File: config.mk
export PLATFORM = sky130hd
export DESIGN_NAME = btn_debouncer
export DESIGN_NICKNAME = d
export VERILOG_FILES = /design/src/rtl/btn_debouncer.sv
export SDC_FILE = /design/constraint.sdc
export NUM_CORES = 1
export LEC_CHECK = 0
export ABC_AREA = 1
export CORE_MARGIN = 2
export CORE_UTILIZATION = 45
export CTS_BUF_LIST = sky130_fd_sc_hd__clkbuf_4
export CTS_CLUSTER_SIZE = 25
export DETAILED_ROUTE_END_ITERATION = 16
export GPL_TIMING_DRIVEN = 0
export SYNTH_ARGS = -nofsm -noshare
export SYNTH_HDL_FRONTEND = slang
export SYNTH_SLANG_ARGS = --single-unit
File: constraint.sdc
create_clock -name clock -period 3 [get_ports clock]
set_input_delay 0.6 -clock clock [delete_from_list [all_inputs] [get_ports clock]]
set_output_delay 0.6 -clock clock [all_outputs]
set_load 0.01 [all_outputs]
File: src/rtl/btn_debouncer.sv
// btn_debouncer: synchronizes and debounces NB_BTN raw buttons, emitting one load pulse per confirmed press.
// Ports: clock (rising edge), i_reset (async, active-low), i_btn_raw (raw bouncing pads),
//        o_btn_pulse (registered one-cycle press pulse), o_btn_level (registered debounced level).
// Option: define BTN_ONEHOT_EN to limit o_btn_pulse to the lowest-index channel qualifying on an edge.
module btn_debouncer #(
  parameter int NB_BTN          = 3,
  parameter int DEBOUNCE_CYCLES = 1_000_000
) (
  input  logic              clock,
  input  logic              i_reset,
  input  logic [NB_BTN-1:0] i_btn_raw,
  output logic [NB_BTN-1:0] o_btn_pulse,
  output logic [NB_BTN-1:0] o_btn_level
);
  localparam int CW = $clog2(DEBOUNCE_CYCLES);
  localparam logic [CW-1:0] LAST = CW'(DEBOUNCE_CYCLES - 1);
  typedef enum logic [1:0] {IDLE, PRESS_WAIT, HELD, RELEASE_WAIT} state_t;
  state_t            state [NB_BTN];
  logic [CW-1:0]     cnt   [NB_BTN];
  logic [NB_BTN-1:0] ff1, ff2, qual, grant;
  always_comb begin
    for (int i = 0; i < NB_BTN; i++)
      qual[i] = state[i] == PRESS_WAIT && ff2[i] && cnt[i] == LAST;
`ifdef BTN_ONEHOT_EN
    // lowest set bit only; losing channels still reach HELD and forfeit their press
    grant = qual & (~qual + NB_BTN'(1));
`else
    grant = qual;
`endif
  end
  always_ff @(posedge clock or negedge i_reset) begin
    if (!i_reset) begin
      ff1         <= '0;
      ff2         <= '0;
      o_btn_pulse <= '0;
      o_btn_level <= '0;
      for (int i = 0; i < NB_BTN; i++) begin
        state[i] <= IDLE;
        cnt[i]   <= '0;
      end
    end else begin
      ff1         <= i_btn_raw;
      ff2         <= ff1;
      o_btn_pulse <= grant;
      for (int i = 0; i < NB_BTN; i++) begin
        case (state[i])
          IDLE:
            if (ff2[i]) begin
              state[i] <= PRESS_WAIT;
              cnt[i]   <= '0;
            end
          PRESS_WAIT:
            if (!ff2[i]) begin
              state[i] <= IDLE;
              cnt[i]   <= '0;
            end else if (cnt[i] == LAST) begin
              state[i]       <= HELD;
              cnt[i]         <= '0;
              o_btn_level[i] <= 1'b1;
            end else cnt[i] <= cnt[i] + CW'(1);
          HELD:
            if (!ff2[i]) begin
              state[i] <= RELEASE_WAIT;
              cnt[i]   <= '0;
            end
          RELEASE_WAIT:
            if (ff2[i]) begin
              state[i] <= HELD;
              cnt[i]   <= '0;
            end else if (cnt[i] == LAST) begin
              state[i]       <= IDLE;
              cnt[i]         <= '0;
              o_btn_level[i] <= 1'b0;
            end else cnt[i] <= cnt[i] + CW'(1);
          default: begin
            state[i] <= IDLE;
            cnt[i]   <= '0;
          end
        endcase
      end
    end
  end
endmodule

# ---- After elaboration in Yosys (flattened, before gate mapping)
# Cells that the tools add are included.
# W data, S select, Z words.
dict set report totals {
  ff_bits 78
  input_bits 5
  output_inout_bits 6
  word_cells 126
}
dict set report classes {
  add_sub_neg 3
  n_eq_ne 36
  n_mux 54
  reduce_logical 21
}
# cell n
set op_table {}
lappend op_table {{$mux W20} 15}
lappend op_table {{$pmux W20 S4} 3}
lappend op_table {{$add A20 B1 Y20 const B} 3}
lappend op_table {{$eq A20 B20 Y1 const B} 3}
lappend op_table {{$mux W2} 18}
lappend op_table {{$ne A2 B2 Y1 const B} 15}
lappend op_table {{$pmux W2 S4} 3}
lappend op_table {{$reduce_and A5 Y1} 3}
lappend op_table {{$eq A2 B2 Y1 const B} 6}
lappend op_table {{$mux W1} 12}
lappend op_table {{$reduce_and A4 Y1} 3}
lappend op_table {{$ne A3 B2 Y1 const B} 3}
lappend op_table {{$ne A3 B3 Y1 const B} 3}
lappend op_table {{$eq A2 B1 Y1 const B} 3}
lappend op_table {{$logic_and A1 B1 Y1} 6}
lappend op_table {{$logic_not A2 Y1} 3}
lappend op_table {{$ne A2 B1 Y1 const B} 3}
lappend op_table {{$pmux W1 S2} 3}
lappend op_table {{$reduce_and A2 Y1} 3}
lappend op_table {{$reduce_bool A2 Y1} 3}

# ---- Depth between registers and ports, before layout
# Gate-level depths: netlist of the first run.
dict set report logic_depth {
  depth_word 4
  depth_mapped 10
  ltp_nobuf 10
}

# ---- Worst setup path before layout of the first run
# Ideal clock, no wire load.
dict set report synth_timing {
  path_kind {register -> register}
  start {register cnt[0] in the netlist's numbering}
  end {register cnt[5] in the netlist's numbering}
  setup_time_ns 0.126
  t_arrival_ns 1.380
  required_ns 2.874
  path_slack_ns 1.494
  path_stages_with_launch 8
  n_path_buf 1
  path_cell_list {dfrtp_1 -> ha_1 -> nand3_1 -> nor2_1 -> nand3_1 -> nand2_2 -> buf_4 -> o22ai_1}
}
dict set report synth_between {
  elab_chain_cells 4
}
# element line
set synth_rtl {}
lappend synth_rtl {{start: declaration} 19} ;# logic [CW-1:0] cnt [NB_BTN];
lappend synth_rtl {{start signal: indexed assignment} 60} ;# end else cnt[i] <= cnt[i] + CW'(1);
lappend synth_rtl {{start signal: indexed assignment} 74} ;# end else cnt[i] <= cnt[i] + CW'(1);
lappend synth_rtl {{$add A20 B1 Y20 / $eq A20 B20 Y1 (equally long branches)} n/a}
lappend synth_rtl {{$mux W20 (*)} {56, 70}}
lappend synth_rtl {{$mux W20, on equally long branches} {67, 53}}
lappend synth_rtl {{$pmux W20 S4 (*)} 46} ;# case (state[i])
# Every way passes the cells marked *; elsewhere a longest branch is shown, timed or not.
# A chain may end at the register's enable or synchronous reset.

# ---- Final worst setup path of the first run
dict set report layout_timing {
  start {register o_btn_level[1]}
  end {output port o_btn_level[1]}
}
# element line
set layout_rtl {}
lappend layout_rtl {{start: declaration} 13} ;# output logic [NB_BTN-1:0] o_btn_level
lappend layout_rtl {{start signal: assignment} 36} ;# o_btn_level <= '0;
lappend layout_rtl {{start signal: indexed assignment} 59} ;# o_btn_level[i] <= 1'b1;
lappend layout_rtl {{start signal: indexed assignment} 73} ;# o_btn_level[i] <= 1'b0;
# No word-level cell between the ends.

==> results.md, run 1 <==
- Die area: 10,600 µm²
- Hpwl dp: 6710 µm
- Leakage power: 2.11 nW
- Avg WL per Cell: 12.1 µm
- Pin count of the biggest net entering global routing: 47
- Root buffer cell: clkbuf_4
- Fin. Hold Viols: 0
- Final WL: 9140 µm
- CP max stage delay: 0.54 ns
- Synth cell types: 35
- Crit path buf inv count: 1
- Final ANT Viol Nets: 0
- N_diodes: 0
- M3 GR Usage: 4.07%
- DRT iter0 DRCs: 135
- Peak VDD IR: 0.421 mV
- Post-Syn Instances: 594
- Tcrit/Tclk final: 64.3%
- DIE WIDTH: 103 µm
- Grt ovf: 0
- Num ports: 11
- Vias in the first global route: 3,613
- Setup TNS: 0 ns
- Initial antenna violation count: 0
- CP delay by family, top: buffers and inverters
- First-pass GRT wire length: 16,500 µm
- Status: complete, no violations
- CTS sink cnt: 78
- Syn nets: 602
- Critical path arrival: 1.33 ns
- Worst endpoint required time: 2.40 ns
- Max_slew headroom: 70.3%
- Core Util, Final: 50.3%
- I/O Buffers: 10
- CTS Buffer Depth: 2
- Nets: 624
- Unrepaired setup endpoints after global routing: no
- CTS tree: yes
- Area grow syn2layout: 10.4%
- Setup Viol. Count Final: 0
- Worst Skew: 0.0224 ns
- Max-Cap Viols: 0
- Routability cong.: 0.935
- Worst slew pin tran: 0.446 ns
- Crit path kind: register to output port
- CP max-delay cell: clkdlybuf4s50_1
- Most common library cell in the layout ignoring fill and taps: nand2_1
- Number of CTS-inserted buffers: 9
- Worst-path clk slew: 0.13 ns
- Drt drc: 0
- PwrDens: 462 nW/µm²
- Post_cts resized: 0
- Yosys reg bits: 78
- Via density: 4.97
- Met1 Usage GRT: 26.6%
- Ys Warns: 0
- Fin. max-slew vios: 0
- Synthesized area: 4390 µm²
- Gr busiest metal: met2
- Final Critical Period: 1.93 ns
- Core Area: 9640 µm²
- Most frequent cells in the layout: 187 x nand2_1, 78 x dfrtp_1, 71 x nor2_1
- Hold WC Path Type: input port to async pin
- Register area share after synthesis: 44.4%
- DR pass1 iterations: 4
- All-Layer GR Usage: 19.6%
- Synth Area per Inst: 7.39 µm²
- Clock Latency Late Sink: 0.43 ns
- Worst setup EP type: output port
- H-tree depth: 3
- Vias: 3,747
- Starting Density: 45.6%
- Row count: 36
- Max Fclk: 0.518 GHz
- Met2 Use GR: 32.1%
- Cell Chain, Critical Path: clkdlybuf4s50_1
- Critical Path Start Type: register
- Post-CTS Setup Bufs: 0
- Critical path peak fanout: 2
- Die height: 103 µm
- Layout cells sized above 1: 8.53%
- Cts hold-fix bufs: 0
-- final cells by class --
cell class                 count  area [µm²]
clock inverter                 7        97.6
inverter                      63         236
tap                          133         166
clock buffer                   9        67.6
timing repair buffer          11         125
sequential                    78        1950
fill                         975        4790
multi-input combinational    445        2150
buffer                         8        57.6
-- state kept, by name, summed over array words and instances, names as in the netlist, named ones only --
| signal | count |
|---|---|
| o_btn_pulse | 3 |
| ff1 | 3 |
| o_btn_level | 3 |
| state | 3 |
| cnt | 60 |
| ff2 | 3 |
-- cell usage after synthesis, drive strengths merged --
library cell,number,area share [%]
o21bai,4,0.68
xnor2,5,1.0
xor2,18,3.6
nand2,195,17
and2,1,0.14
inv,63,5.4
or2,3,0.43
buf,7,1.2
a21o,1,0.17
dfrtp,78,44
a21oi,4,0.46
nand3,59,7.2
nor3,7,1.2
clkbuf,1,0.085
nor2,81,7.6
o21ai,33,3.8
ha,3,0.85
nand3b,1,0.17
nand4,14,2.0
o22ai,16,2.3
-- worst paths after layout --
check / startpoint / to / slack (ns) / cells past startpoint
setup / recovery: o_btn_level[1] / o_btn_level[1] / 1.07 / 1
min in group clock: ff1[2] / ff2[2] / 0.37 / 0
hold reg to reg: ff1[2] / ff2[2] / 0.37 / 0
max in group asynchronous: i_reset / cnt[18] / 2.31 / 2
hold / removal: i_reset / cnt[13] / 0.10 / 1
setup reg to reg: cnt[0] / cnt[10] / 1.15 / 8
-- cell families (layout without fill, tap and decap cells) --
group                      count (synthesis)  in the layout  synth area share, %
DFF                                       78             78                 44.4
and+or+nand+nor                          361            361                 36.0
adders and majority gates                  3              3                0.855
xor gates and xnor gates                  23             23                 4.59
buffers and inverters                     71             98                 6.70
AOI/OAI and AO/OA                         58             58                 7.44
-- routing by layer --
metal / part of all wire, % / up-vias
li1: - / 1953
met1: 50 / 1726
met2: 45 / 59
met3: 3.6 / 9
met4: 1.2 / 0
met5: 0 / -
-- through the flow --
step | std cells | cell area [µm²] | power [mW] | hold WS [ns] | setup slack [ns]
after detailed placement | 738 | 4680 | 1.55 | 0.344 | 1.15
after CTS | 754 | 4850 | 2.29 | 0.0913 | 1.02
after global routing | 754 | 4850 | 2.38 | 0.101 | 0.933
after floorplan | 594 | 4390 | 1.42 | 0.304 | 1.49
after global placement | 737 | 4660 | 1.54 | 0.340 | -1.50
final | 754 | 4850 | 2.24 | 0.102 | 1.07
-- report_power, final --
part / total (mW) / switching, mW / leakage (nW) / internal, mW
Sequential: 1.15 / 0.0483 / 1.06 / 1.10
Combinational: 0.365 / 0.251 / 0.960 / 0.114
Clock: 0.722 / 0.381 / 0.0825 / 0.340
No activity file was read; power rests on OpenSTA's default activity.
==> run 2: changes to the inputs <==
Clock period 3 ns to 1.5 ns, I/O delays scaled along.
==> run 2 against run 1 <==
Against the previous run:
- the run now ends with negative setup slack left
- count of clock-buffer cells in the layout rose by 1
- utilization rose by 9.8 points
- non-clock buffer count rose by 43
- register-to-register slack got worse by 1.3 ns
- critical path type is now register to register
- highest routed layer unchanged
==> results.md, run 2 (synthesis results as in run 1) <==
- PwrDens: 885 nW/µm² (+92%)
- I/O Buffers: 10 (unchanged)
- CTS sink cnt: 78 (unchanged)
- Max_slew headroom: 74.4% (+4.1 points)
- Hold slack: 0.280 ns (+0.178 ns)
- PnR worst setup slack: -0.101 ns (-1.17 ns)
- Initial antenna violation count: 0 (unchanged)
- Worst endpoint required time: 1.85 ns (-0.55 ns)
- First-pass GRT wire length: 17,300 µm (+5.0%)
- Final ANT Viol Nets: 0 (unchanged)
- CTS tree: yes
- Fin. max-slew vios: 0 (unchanged)
- H-tree depth: 3 (unchanged)
- Number of CTS-inserted buffers: 9 (unchanged)
- Hold WC Path Type: input port to register
- Leakage power: 2.48 nW (+18%)
- Most common library cell in the layout ignoring fill and taps: nand2_1
- Fin. Hold Viols: 0 (unchanged)
- Pwr Total: 5.13 mW (+130%)
- Starting Density: 45.6% (unchanged)
- Clock Latency Late Sink: 0.45 ns (+0.02 ns)
- Cell Chain, Critical Path: ha_4, nand2_4, nor2_4, nand2_2, inv_2, nand3_4, nand2_8, buf_12, buf_12, buf_8, nand3_2, nand2_1
- Cells after DPL: 738 (unchanged)
- Routability cong.: 0.871 (-6.9%)
- Unrepaired setup endpoints after global routing: yes
- Setup Viol. Count Final: 14 (+14)
- CP max-delay cell: dfrtp_1
- Area grow syn2layout: 32.0%
- Critical path peak fanout: 5 (+3)
- Number of flip-flops under the largest register name: 60 (unchanged)
- Grt ovf: 0 (unchanged)
- Layout cells sized above 1: 28.0% (+19 points)
- Setup TNS: -0.762 ns (-0.762 ns)
- CTS Buffer Depth: 2 (unchanged)
- Drt drc: 0 (unchanged)
- Crit path kind: register to register
- DRT iter0 DRCs: 119 (-12%)
- Root buffer cell: clkbuf_4
- Hpwl dp: 6760 µm (+0.85%)
- Critical Path Start Type: register
- Vias: 4,029 (+7.5%)
- Max Fclk: 0.625 GHz
- Worst-path clk slew: 0.12 ns (about the same)
- All-Layer GR Usage: 21.1% (+1.5 points)
- DR pass1 iterations: 4 (unchanged)
- Worst Skew: 0.0166 ns (-0.00581 ns)
- Critical path arrival: 1.95 ns (+0.62 ns)
- Top reg by flops: cnt
- Tcrit/Tclk final: 107%
- Final Critical Period: 1.60 ns
- Row count: 36 (unchanged)
- N_diodes: 0 (unchanged)
- Via density: 5.06 (+1.7%)
- Status: finished, violations left
- Most frequent cells in the layout: 176 x nand2_1, 74 x dfrtp_1, 52 x inv_1
- Most common cell on crit path: buf_12
- Core Area: 9640 µm² (unchanged)
- Die area: 10,600 µm² (unchanged)
- Final WL: 10,800 µm (+18%)
- Num ports: 11 (unchanged)
- DIE WIDTH: 103 µm (unchanged)
- CP max stage delay: 0.43 ns (-0.11 ns)
- Max-Cap Viols: 0 (unchanged)
- Placement Setup Slack: -0.327 ns (-1.48 ns)
- Die height: 103 µm (unchanged)
- Worst setup EP type: register
- Avg WL per Cell: 13.5 µm (+12%)
- Failing checks: negative setup slack
- Peak VDD IR: 0.961 mV (+130%)
- Vias in the first global route: 3,752 (+3.8%)
- Pin count of the biggest net entering global routing: 54 (+15%)
- Layout Cells excl Fill: 797 (+5.7%)
- Nets: 667 (+6.9%)
- Worst slew pin tran: 0.385 ns (-0.0615 ns)
run 2: stage by stage:
stage                     utilization (%)  instance area (µm²)
after CTS                            55.1                 5310
after detailed placement             48.6                 4690
final                                60.1                 5800
after floorplan                         -                 4390
after global routing                 60.1                 5800
after global placement               48.4                 4660
run 2: area by class of cell:
type | instances | area (µm²)
timing repair buffer | 56 | 563
fill | 899 | 3840
clock buffer | 10 | 75.1
buffer | 6 | 65.1
sequential | 78 | 1960
inverter | 63 | 245
clock inverter | 6 | 61.3
multi-input combinational | 445 | 2660
tap | 133 | 166
run 2: power breakdown:
part           switching [mW]  total, mW  internal [mW]
Combinational           0.819       1.49          0.673
Clock                   0.795       1.32          0.525
Sequential              0.111       2.32           2.21
run 2: repair_timing:
action                     4_1_cts  5_1_grt
hold endpoints to repair        25        0
pin swaps                       13       40
setup buffers                   27       15
setup endpoints to repair       66       69
gates cloned                     2        1
hold buffers                     1        0
gates resized for setup         58      106
run 2: worst paths after layout:
check,endpoint,depth (start not counted),start,slack (ns)
min in group asynchronous,cnt[18],2,i_reset,0.30
hold reg to reg,ff2[2],0,ff1[2],0.36
max in group asynchronous,cnt[22],3,i_reset,0.59
setup reg to reg,register,12,cnt[20],-0.10
hold / removal,ff1[1],1,i_btn_raw[1],0.28
setup / recovery,register,12,cnt[20],-0.10
run 2: routing by layer:
layer  track usage [%]  up-vias  part of all wire [%]
met5                 0        -                     0
met4              7.39        0                   1.4
met3              4.14       13                   3.9
met2              34.0       69                    48
met1              28.5     1911                    47
li1                  -     2036                     -
run 2: critical path: cells and delay by family, from the launching register on:
kind	cells	cell delay (ns)
adder cells (fa/ha/maj)	1	0.18
AND/OR/NAND/NOR	7	0.48
buffers and inverters	4	0.43
flip-flops	1	0.43
